==> src/rtl/led_display_pkg.sv <==
// Shared game definitions for the LED display: feedback state encoding and LED geometry.
// No logic here; imported by the display block.
package led_display_pkg;

  localparam int LED_COUNT = 8;
  localparam int LED_IDX_W = $clog2(LED_COUNT);

  typedef enum logic [1:0] {
    SHOW_MOLE = 2'd0,
    RIGHT     = 2'd1,
    WRONG     = 2'd2
  } led_state_t;

endpackage

==> src/rtl/led_display_blink_timer.sv <==
// Blink phase generator: phase flips every BLINK_CYCLES cycles, restarts high on clear.
// phase_next is the value the phase register takes at the coming edge; no backpressure.
module blink_timer #(
  parameter int BLINK_CYCLES = 6_250_000
) (
  input  logic i_clk,
  input  logic i_rst,
  input  logic i_clr,
  output logic phase_next
);

  localparam int CW = (BLINK_CYCLES > 1) ? $clog2(BLINK_CYCLES) : 1;

  logic [CW-1:0] cnt;
  logic [CW-1:0] cnt_next;
  logic          phase;

  // Exposing the next phase lets the parent load its LED register on the same edge.
  always_comb begin
    cnt_next   = cnt + 1'b1;
    phase_next = phase;
    if (i_clr) begin
      cnt_next   = '0;
      phase_next = 1'b1;
    end else if (cnt == CW'(BLINK_CYCLES - 1)) begin
      cnt_next   = '0;
      phase_next = ~phase;
    end
  end

  always_ff @(posedge i_clk or posedge i_rst) begin
    if (i_rst) begin
      cnt   <= '0;
      phase <= 1'b0;
    end else begin
      cnt   <= cnt_next;
      phase <= phase_next;
    end
  end

endmodule

==> src/rtl/led_display.sv <==
// Whack-a-mole LED driver: shows the mole, or a timed right/wrong blink pattern after a score pulse.
// leds registered, one-cycle latency from inputs; always accepts events, retrigger restarts feedback.
module led_display
  import led_display_pkg::*;
#(
  parameter int FEEDBACK_CYCLES = 50_000_000,
  parameter int BLINK_CYCLES    = 6_250_000
) (
  input  logic                 i_clk,
  input  logic                 i_rst,
  input  logic [LED_IDX_W-1:0] i_user_guess,
  input  logic [LED_IDX_W-1:0] i_mole_position,
  input  logic                 i_user_right,
  input  logic                 i_user_wrong,
  output logic [LED_COUNT-1:0] leds
);

  localparam int FW = $clog2(FEEDBACK_CYCLES);

  led_state_t           state;
  logic [FW-1:0]        fb_cnt;
  logic [LED_IDX_W-1:0] guess_q;
  logic [LED_IDX_W-1:0] mole_q;
  logic                 event_hit;
  logic                 phase_next;

  logic [LED_COUNT-1:0] live_mole_oh;
  logic [LED_COUNT-1:0] live_guess_oh;
  logic [LED_COUNT-1:0] held_mole_oh;
  logic [LED_COUNT-1:0] held_guess_oh;

  assign event_hit     = i_user_right | i_user_wrong;
  assign live_mole_oh  = LED_COUNT'(1) << i_mole_position;
  assign live_guess_oh = LED_COUNT'(1) << i_user_guess;
  assign held_mole_oh  = LED_COUNT'(1) << mole_q;
  assign held_guess_oh = LED_COUNT'(1) << guess_q;

  blink_timer #(
    .BLINK_CYCLES (BLINK_CYCLES)
  ) u_blink (
    .i_clk      (i_clk),
    .i_rst      (i_rst),
    .i_clr      (event_hit),
    .phase_next (phase_next)
  );

  // leds is loaded from the state being entered, so every pattern change shows right after its edge.
  always_ff @(posedge i_clk or posedge i_rst) begin
    if (i_rst) begin
      state   <= SHOW_MOLE;
      fb_cnt  <= '0;
      guess_q <= '0;
      mole_q  <= '0;
      leds    <= '0;
    end else if (i_user_right) begin
      state   <= RIGHT;
      fb_cnt  <= '0;
      guess_q <= i_user_guess;
      mole_q  <= i_mole_position;
      leds    <= '1;
    end else if (i_user_wrong) begin
      state   <= WRONG;
      fb_cnt  <= '0;
      guess_q <= i_user_guess;
      mole_q  <= i_mole_position;
      leds    <= live_mole_oh | live_guess_oh;
    end else begin
      case (state)
        RIGHT, WRONG: begin
          if (fb_cnt == FW'(FEEDBACK_CYCLES - 1)) begin
            state  <= SHOW_MOLE;
            fb_cnt <= '0;
            leds   <= live_mole_oh;
          end else begin
            fb_cnt <= fb_cnt + 1'b1;
            if (state == RIGHT)
              leds <= {LED_COUNT{phase_next}};
            else
              leds <= held_mole_oh | (held_guess_oh & {LED_COUNT{phase_next}});
          end
        end
        default: begin
          state <= SHOW_MOLE;
          leds  <= live_mole_oh;
        end
      endcase
    end
  end

endmodule

==> config.mk <==
export PLATFORM = sky130hd
export DESIGN_NAME = led_display
export DESIGN_NICKNAME = d
export VERILOG_FILES = /design/src/rtl/led_display_pkg.sv /design/src/rtl/led_display_blink_timer.sv /design/src/rtl/led_display.sv
export SDC_FILE = /design/constraint.sdc
export NUM_CORES = 1
export LEC_CHECK = 0
export BUFFER_PORTS_ARGS = -buffer_cell sky130_fd_sc_hd__buf_2
export CORE_MARGIN = 4
export CORE_UTILIZATION = 40
export DETAILED_ROUTE_END_ITERATION = 8
export GPL_TIMING_DRIVEN = 0
export PLACE_DENSITY_LB_ADDON = 0.25
export SKIP_LAST_GASP = 1
export SYNTH_ARGS = -nofsm -noshare
export SYNTH_HDL_FRONTEND = slang
export SYNTH_SLANG_ARGS = --single-unit
==> constraint.sdc <==
create_clock -name i_clk -period 2.15 [get_ports i_clk]
set_input_delay 0 -clock i_clk [delete_from_list [all_inputs] [get_ports i_clk]]
set_output_delay 0 -clock i_clk [all_outputs]
set_load 0.05 [all_outputs]
# ---- Word level (Yosys, flattened, before mapping)
# Index checks and enable logic that the tools add are counted.
# W data, S select, Z words.
dict set report totals {
  ff_bits 66
  latchBits 0
  ramBits 0
  romBits 0
  in_bits 10
  word_cells 47
  memories 0
}
dict set report op_classes {
  add_sub_neg 2
  n_mul 0
  n_div 0
  order_cmp 0
  n_eq_ne 5
  shifts 4
  mux 21
  bitwise 5
  reduce_logical 3
}
# op n
set op_table {}
lappend op_table {{$mux W26} 4}
lappend op_table {{$mux W23} 2}
lappend op_table {{$mux W8} 5}
lappend op_table {{$shl A1 B3 Y8 const A} 4}
lappend op_table {{$add A26 B1 Y26 const B} 1}
lappend op_table {{$eq A26 B26 Y1 const B} 1}
lappend op_table {{$add A23 B1 Y23 const B} 1}
lappend op_table {{$eq A23 B23 Y1 const B} 1}
lappend op_table {{$or A8 B8 Y8} 2}
lappend op_table {{$mux W3} 4}
lappend op_table {{$and A8 B8 Y8} 1}
lappend op_table {{$mux W2} 4}
lappend op_table {{$ne A4 B4 Y1 const B} 1}
lappend op_table {{$reduce_bool A3 Y1} 1}
lappend op_table {{$eq A2 B1 Y1 const B} 1}
lappend op_table {{$eq A2 B2 Y1 const B} 1}
lappend op_table {{$mux W1} 2}
lappend op_table {{$reduce_bool A2 Y1} 1}
lappend op_table {{$reduce_or A2 Y1} 1}
lappend op_table {{$not A1 Y1} 1}
lappend op_table {{$or A1 B1 Y1} 1}

# ---- Depth between registers and ports, before layout
# Gate-level depths: netlist of the first run.
dict set report logic_depth {
  depth_word 10
  mapped_depth 8
}

# ---- Modules after synthesis
# A second synthesis of the first run with hierarchy kept.
dict set report unflattened {
  cells_unflattened 423
  area_unflattened_um2 3829.9
}
# module n_inst cells_per_inst area_per_inst_um2 seq_area_each_um2
set modules_own_cells {}
lappend modules_own_cells {led_display 1 291 2565.0 1051.0}
lappend modules_own_cells {blink_timer 1 132 1265.0 600.6}

# ---- Worst setup path after synthesis of the first run
# OpenSTA, ideal clock, no wires.
dict set report synth_timing {
  path_type {register -> register}
  from {reg fb_cnt[0]}
  to {reg fb_cnt[22]}
  arrival_time_ns 1.792
  slack_ns 0.276
  stages_incl_launch_ff 9
  synth_period_minus_slack_ns 1.874
  path_cell_list {dfrtp_1 -> ha_1 -> nand3_1 -> nor4_1 -> a311oi_2 -> buf_6 -> buf_6 -> a31oi_1 -> a31oi_1}
}
dict set report synth_between {
  elab_chain_cells 5
}
# element line_no
set synth_rtl {}
lappend synth_rtl {{from (decl)} led_display.sv:21} ;# logic [FW-1:0] fb_cnt;
lappend synth_rtl {{from (signal assigned)} led_display.sv:75} ;# fb_cnt <= fb_cnt + 1'b1;
lappend synth_rtl {{$add A26 B1 Y26 / $eq A26 B26 Y1 (equally long branches)} {led_display.sv:75, led_display.sv:70}}
lappend synth_rtl {{$mux W26 *} led_display.sv:70} ;# if (fb_cnt == FW'(FEEDBACK_CYCLES - 1)) begin
lappend synth_rtl {{$mux W26 *} led_display.sv:68} ;# case (state)
lappend synth_rtl {{$mux W26 *} led_display.sv:61} ;# end else if (i_user_wrong) begin
lappend synth_rtl {{$mux W26 *} led_display.sv:55} ;# end else if (i_user_right) begin
# Mark *: on every way between the ends. The rest lies on a longest branch, timed or not. The select of a mux whose other input is x is not followed.
# A chain may end at the register's enable or synchronous reset.

# ---- Worst setup path after layout of the first run
dict set report layout_timing {
  from {reg u_blink.cnt[13]}
  to {reg leds[1]}
}
dict set report layout_between {
  elab_chain_cells 10
}
# element line_no
set layout_rtl {}
lappend layout_rtl {{from (decl)} led_display_blink_timer.sv:14} ;# logic [CW-1:0] cnt;
lappend layout_rtl {{from (signal assigned)} led_display_blink_timer.sv:36} ;# cnt <= cnt_next;
lappend layout_rtl {{$eq A23 B23 Y1 *} led_display_blink_timer.sv:25} ;# end else if (cnt == CW'(BLINK_CYCLES - 1)) begin
lappend layout_rtl {{$mux W1 *} led_display_blink_timer.sv:25}
lappend layout_rtl {{$mux W1 *} led_display_blink_timer.sv:22} ;# if (i_clr) begin
lappend layout_rtl {{$and A8 B8 Y8} led_display.sv:79} ;# leds <= held_mole_oh | (held_guess_oh & {LED_COUNT{phase_next}});
lappend layout_rtl {{$or A8 B8 Y8} led_display.sv:79}
lappend layout_rtl {{$mux W8 *} led_display.sv:76} ;# if (state == RIGHT)
lappend layout_rtl {{$mux W8 *} led_display.sv:70}
lappend layout_rtl {{$mux W8 *} led_display.sv:68}
lappend layout_rtl {{$mux W8 *} led_display.sv:61}
lappend layout_rtl {{$mux W8 *} led_display.sv:55}
lappend layout_rtl {{to (signal assigned)} led_display.sv:66} ;# leds <= live_mole_oh | live_guess_oh;
lappend layout_rtl {{to (signal assigned)} led_display.sv:73} ;# leds <= live_mole_oh;
lappend layout_rtl {{to (signal assigned)} led_display.sv:77} ;# leds <= {LED_COUNT{phase_next}};
lappend layout_rtl {{to (decl)} led_display.sv:15} ;# output logic [LED_COUNT-1:0] leds
# Mark *: on every way between the ends. The rest lies on a longest branch, timed or not.

==> metrics, run 1 <==
R2R setup slack 0.08 ns; CP arrival 2.29 ns; vias 3,054; vias per cell 5.45; predominant post-synthesis flop cell dfrtp_1; number of antenna-violating nets in the routed design 0; Post-synth EDFFs 0; Worst Clk Skew 0.0107 ns; met1 usage 21.6%; drt first-iter violations 119; Synth Net Count 422; PwrDens 644 mW/mm^2; routing usage on met2 26.7%; buffers from clock root to sink, at most 2; CTS tree yes; Final min period 2.07 ns; Starting Density 41.4%; Core Region 0.00876 sq mm; Critical Path Sink Type flop; clock transition at the registers of the reported paths 0.08 ns; FILL cells 826; Setup TNS 0 ns; initial antenna violation count 0; Final Wtd Congestion 0.806; clock sinks 66; Pleak 1.73 nW; switch share 28.3%; GR Overflow Total 0; cell-internal power 1.94 mW; pin count of the biggest net entering global routing 67; worst endpoint required time 2.37 ns; io pins 18; Initial DRT Pass Iterations 5; status completed; Die Y-Extent 103 um; RSZ-0062 raised after global routing true; Total Routing Usage GR 16.4%; layout cells sized above 1 13.3%; Post-synth ARST share 100%; global route hottest layer met2; type of the worst setup path reg2reg; Die Wd 103 um; Site Rows 34; Multi-input gate area 0.00187 sq mm; Least-Margin Pin Slew 0.889 ns; final slew viol count 0; post-synthesis register bit count 66; Layout Nets 460; yosys warns 0; clk_lat worst skew 0.35 ns; number of max-cap violations 0; wire per inst 14.6 um; Worst Slack Setup Final 0.0772 ns; GR Util met3 3.76%; Fmax achieved 0.482 GHz; most frequent cells in the layout dfrtp_1 (66), nand2_1 (59), nor2_1 (42); CTS Root Buffer Type clkbuf_8; register area share after synthesis 45.5%; # diodes 0; Layout area overhead 15.9%; Max-Slew Margin vs Limit 40.2%; Post-Route WL 8.17 mm; nature of the critical path startpoint flop; DRC errors left 0; vias in the first global route 2,961; Sw Pwr 765 uW; Netlist Area Pre-Place 0.00363 sq mm; IO buf count 14; FF/Latch Area 0.00165 sq mm; global-route wire length before repair 13.7 mm; Seq pwr share 47.7%; DP Area 0.00384 sq mm; Overall Power 2.71 mW; Clk pwr share 39.9%; HP Class in2reg; die area 0.0107 sq mm; Max Fanout on Critical Path 9; Max rail drop VDD 0.309 mV; period utilisation layout 96.4%; Setup Viol. Count Final 0; Hold Fails Final Rpt 0; commonest non-fill, non-tap cell in the layout dfrtp_1; Avg Inst Size Synth 8.87 sq um; Distinct cells, synth 49; Syn Inst Count 409; Combinational Power Share 12.4%; dpl ws -0.164 ns; post-DP HPWL 5.42 mm; H-tree levels 3; final std cell area, no fill 0.00421 sq mm; total CTS buffers 9
## critical path: stages (launching register included)
cell	delay [ns]
dfrtp_1	0.44
nor4b_2	0.26
nand4_1	0.28
o31a_1	0.36
buf_2	0.17
o22ai_1	0.25
a32oi_1	0.16
## stage by stage
stage / std cells / hold slack [ns] / utilization [%]
finish: 560 / 0.0221 / 48.0
global route: 560 / 0.0583 / 48.0
floorplan: 409 / 0.0664 / -
detailed placement: 531 / 0.221 / 43.8
global placement: 531 / 0.213 / 43.8
CTS: 557 / 0.00329 / 47.5
## cell usage after synthesis, types with 2 or more instances
library cell,n,share of area [%]
dfrtp_1,66,46
nand2_1,59,6.1
nor2_1,42,4.3
nand3_1,34,4.7
o21ai_0,23,3.2
xor2_1,17,4.1
a31oi_1,13,2.2
a21oi_1,11,1.5
clkbuf_1,11,1.1
nand4_1,11,1.9
nor3_1,11,1.5
inv_1,10,1.0
o22ai_1,10,1.7
xnor2_1,10,2.4
a32oi_1,8,1.9
and3_1,8,1.4
buf_2,5,0.69
buf_6,4,1.2
nand3b_1,4,0.83
nor2b_1,4,0.69
nor4_1,4,0.69
or2b_1,4,0.83
ha_1,3,1.0
nor3b_1,3,0.62
o31ai_1,3,0.62
a41oi_1,2,0.48
and4_1,2,0.48
nand2b_1,2,0.34
nand4b_1,2,0.48
nor4_4,2,1.2
or3_1,2,0.34
or3b_2,2,0.48
## cell type report
type | instances | share of cell area, %
Multi-Input combinational cell | 311 | 44.4
Sequential cell | 66 | 39.3
Timing Repair Buffer | 27 | 4.46
Clock buffer | 10 | 3.27
Tap cell | 108 | 3.21
Buffer | 22 | 2.89
Clock inverter | 6 | 1.52
Inverter | 10 | 0.952
## registers in the layout (all words and copies together), names as in the netlist
signal         flops
u_blink.cnt       23
mole_q             3
fb_cnt            26
u_blink.phase      1
leds               8
state              2
guess_q            3
## worst paths after layout
| kind | startpoint | end | cells after the start |
|---|---|---|---|
| worst max-delay path | u_blink.cnt[13] | leds[1] | 6 |
| worst min-delay path | i_user_guess[2] | leds[3] | 4 |
| worst max register to register | u_blink.cnt[13] | leds[1] | 6 |
| worst min register to register | fb_cnt[22] | fb_cnt[22] | 1 |
| max in group asynchronous | i_rst | fb_cnt[16] | 3 |
| min in group asynchronous | i_rst | u_blink.cnt[6] | 3 |
## what timing repair did
item / CTS / global route
endpoints found under the setup margin: 31 / 37
endpoints found under the hold margin: 75 / 0
hold buffers: 8 / 0
pin swaps: 1 / 2
buffers inserted: 2 / 3
resized for setup: 4 / 5
cloned: 0 / 0
## routing by layer
| metal | up-vias | routed length (um) |
|---|---|---|
| li1 | 1539 | - |
| met1 | 1436 | 3790 |
| met2 | 67 | 3880 |
| met3 | 12 | 380 |
| met4 | 0 | 119 |
| met5 | - | 0 |
## cell families (layout without fill, tap and decap cells)
group | count (synthesis) | in the layout | synth area share, %
simple gates | 205 | 205 | 29.3
fa+ha+maj | 3 | 3 | 1.03
xor+xnor | 27 | 27 | 6.51
flops | 66 | 66 | 45.5
buf+inv | 32 | 75 | 4.34
compound gates | 76 | 76 | 13.3
## power groups by stage
stage / logic (mW) / registers [mW] / clock network (mW)
after detailed placement: 0.321 / 1.32 / 0
after global routing: 0.372 / 1.30 / 1.17
after floorplan: 0.170 / 1.38 / 0
final: 0.336 / 1.29 / 1.08
after global placement: 0.317 / 1.32 / 0
after CTS: 0.338 / 1.29 / 1.13
Power figures use the tool's default switching activity.
==> run 2: changes to the inputs <==
--- a/config.mk
+++ b/config.mk
@@ -6,6 +6,7 @@
 export NUM_CORES = 1
 export LEC_CHECK = 0
 export BUFFER_PORTS_ARGS = -buffer_cell sky130_fd_sc_hd__buf_2
+export CORE_ASPECT_RATIO = 1.75
 export CORE_MARGIN = 4
 export CORE_UTILIZATION = 40
 export DETAILED_ROUTE_END_ITERATION = 8
==> metrics, run 2 (synthesis results as in run 1) <==
final cell count without fillers 569 (+1.6%); wire per inst 14.8 um (+1.6%); worst endpoint required time 2.36 ns (about the same); global route hottest layer met2; clk_lat worst skew 0.33 ns (-0.02 ns); Max Fanout on Critical Path 4 (-5); H-tree levels 3 (unchanged); layout cells sized above 1 14.2% (+0.88 points); drt first-iter violations 178 (+50%); Layout area overhead 18.2%; WHS Path Cells 3 (-1); max reg flops 26 (unchanged); Site Rows 45 (+32%); Die Wd 80.0 um (-23%); period utilisation layout 97.7% (+1.3 points); status completed; vias in the first global route 3,152 (+6.5%); clock transition at the registers of the reported paths 0.05 ns (-0.03 ns); CTS Root Buffer Type clkbuf_16; die area 0.0107 sq mm (+0.56%); vias per cell 5.58 (+2.3%); Starting Density 41.3% (-0.094 points); met1 usage 20.1% (-1.5 points); global-route wire length before repair 14.7 mm (+7.2%); GR Util met3 4.77% (+1.0 points); Final min period 2.10 ns (+0.0276 ns); # diodes 0 (unchanged); PwrDens 678 mW/mm^2 (+5.4%); total CTS buffers 9 (unchanged); DRC errors left 0 (unchanged); Pleak 1.74 nW (+0.61%); GR Overflow Total 0 (unchanged); Top reg by flops fb_cnt; Setup TNS 0 ns (unchanged); CTS tree yes; post-DP HPWL 5.91 mm (+9.2%); Total Routing Usage GR 17.4% (+0.96 points); Hold Fails Final Rpt 0 (unchanged); dpl ws -0.194 ns (-0.0302 ns); vias 3,176 (+4.0%); Die Y-Extent 134 um (+30%); Setup crit start fb_cnt[8]; Worst Slack Setup Final 0.0496 ns (-0.0276 ns); Least-Margin Pin Slew 0.818 ns (-0.0709 ns); HP Class in2reg; final slew viol count 0 (unchanged); Worst Clk Skew 0.00673 ns (-0.00397 ns); IO buf count 14 (unchanged); placed cell count 540 (+1.7%); routing usage on met2 28.8% (+2.1 points); pin count of the biggest net entering global routing 67 (unchanged); Fmax achieved 0.476 GHz (-1.3%); number of max-cap violations 0 (unchanged); Overall Power 2.91 mW (+7.5%); commonest non-fill, non-tap cell in the layout dfrtp_1; CP arrival 2.31 ns (+0.02 ns); initial antenna violation count 0 (unchanged); Max rail drop VDD 0.405 mV (+31%); Critical Path Sink Type flop; Max-Slew Margin vs Limit 45.5% (+5.3 points); Core Region 0.00878 sq mm (+0.23%); buffers from clock root to sink, at most 2 (unchanged); io pins 18 (unchanged); RSZ-0062 raised after global routing true; Worst Reg-to-Reg Cells 6 (unchanged); Hold Startpoint i_mole_position[2]; Post-Route WL 8.43 mm (+3.2%); Initial DRT Pass Iterations 5 (unchanged); FILL cells 860 (+4.1%); clock sinks 66 (unchanged); Layout Nets 462 (+0.43%); number of antenna-violating nets in the routed design 0 (unchanged); Setup Viol. Count Final 0 (unchanged); most frequent cells in the layout dfrtp_1 (64), nand2_1 (59), nor2_1 (42); nature of the critical path startpoint flop; type of the worst setup path reg2reg; Regs by FF count fb_cnt x26, u_blink.cnt x23, leds x8; Reg2Reg Launch Point fb_cnt[8]; Final Wtd Congestion 0.858 (+6.4%)
run 2: worst paths after layout:
path | endpoint | slack [ns]
hold / removal | leds[4] | 0.04
max in group asynchronous | fb_cnt[11] | 1.17
hold reg to reg | u_blink.cnt[0] | 0.48
setup reg to reg | fb_cnt[17] | 0.05
setup / recovery | fb_cnt[17] | 0.05
min in group asynchronous | leds[6] | 0.39
run 2: repair_timing:
item	4_1_cts	5_1_grt
hold buffers	5	0
endpoints found under the setup margin	30	46
gates cloned	0	1
endpoints found under the hold margin	70	0
buffers inserted	2	7
resized for setup	3	11
pin swaps	1	4
run 2: final cells by class:
| class | count | area (sq um) | area share, % |
|---|---|---|---|
| buffer | 22 | 120 | 2.80 |
| tap | 117 | 146 | 3.41 |
| timing repair buffer | 29 | 193 | 4.49 |
| sequential | 66 | 1650 | 38.6 |
| multi-input combinational | 311 | 1880 | 43.9 |
| inverter | 10 | 40.0 | 0.933 |
| clock buffer | 14 | 254 | 5.92 |
run 2: per-layer routing:
metal | part of all wire (%) | up-vias | wire length [um]
met2 | 52 | 73 | 4350
met4 | 4.0 | 0 | 336
met1 | 41 | 1538 | 3430
met3 | 3.7 | 23 | 310
li1 | - | 1542 | -
met5 | 0 | - | 0
run 2: through the flow:
stage / instance area (sq um) / hold slack [ns] / util [%]
floorplan: 3630 / 0.0664 / -
global placement: 3850 / 0.237 / 43.8
detailed placement: 3850 / 0.230 / 43.8
CTS: 4190 / 0.0278 / 47.7
global route: 4290 / 0.0521 / 48.8
finish: 4290 / 0.0405 / 48.8
run 2: power by group:
| part | internal, mW | switching, mW | total, mW |
|---|---|---|---|
| logic | 0.0979 | 0.233 | 0.331 |
| clock network | 0.799 | 0.482 | 1.28 |
| registers | 1.28 | 0.0180 | 1.30 |
run 2: critical path, stage by stage, from the launching register on:
cell	delay (ns)
dfrtp_2	0.43
or4b_4	0.55
nor3_4	0.21
a311oi_2	0.18
buf_4	0.20
and3_1	0.15
a221o_1	0.25
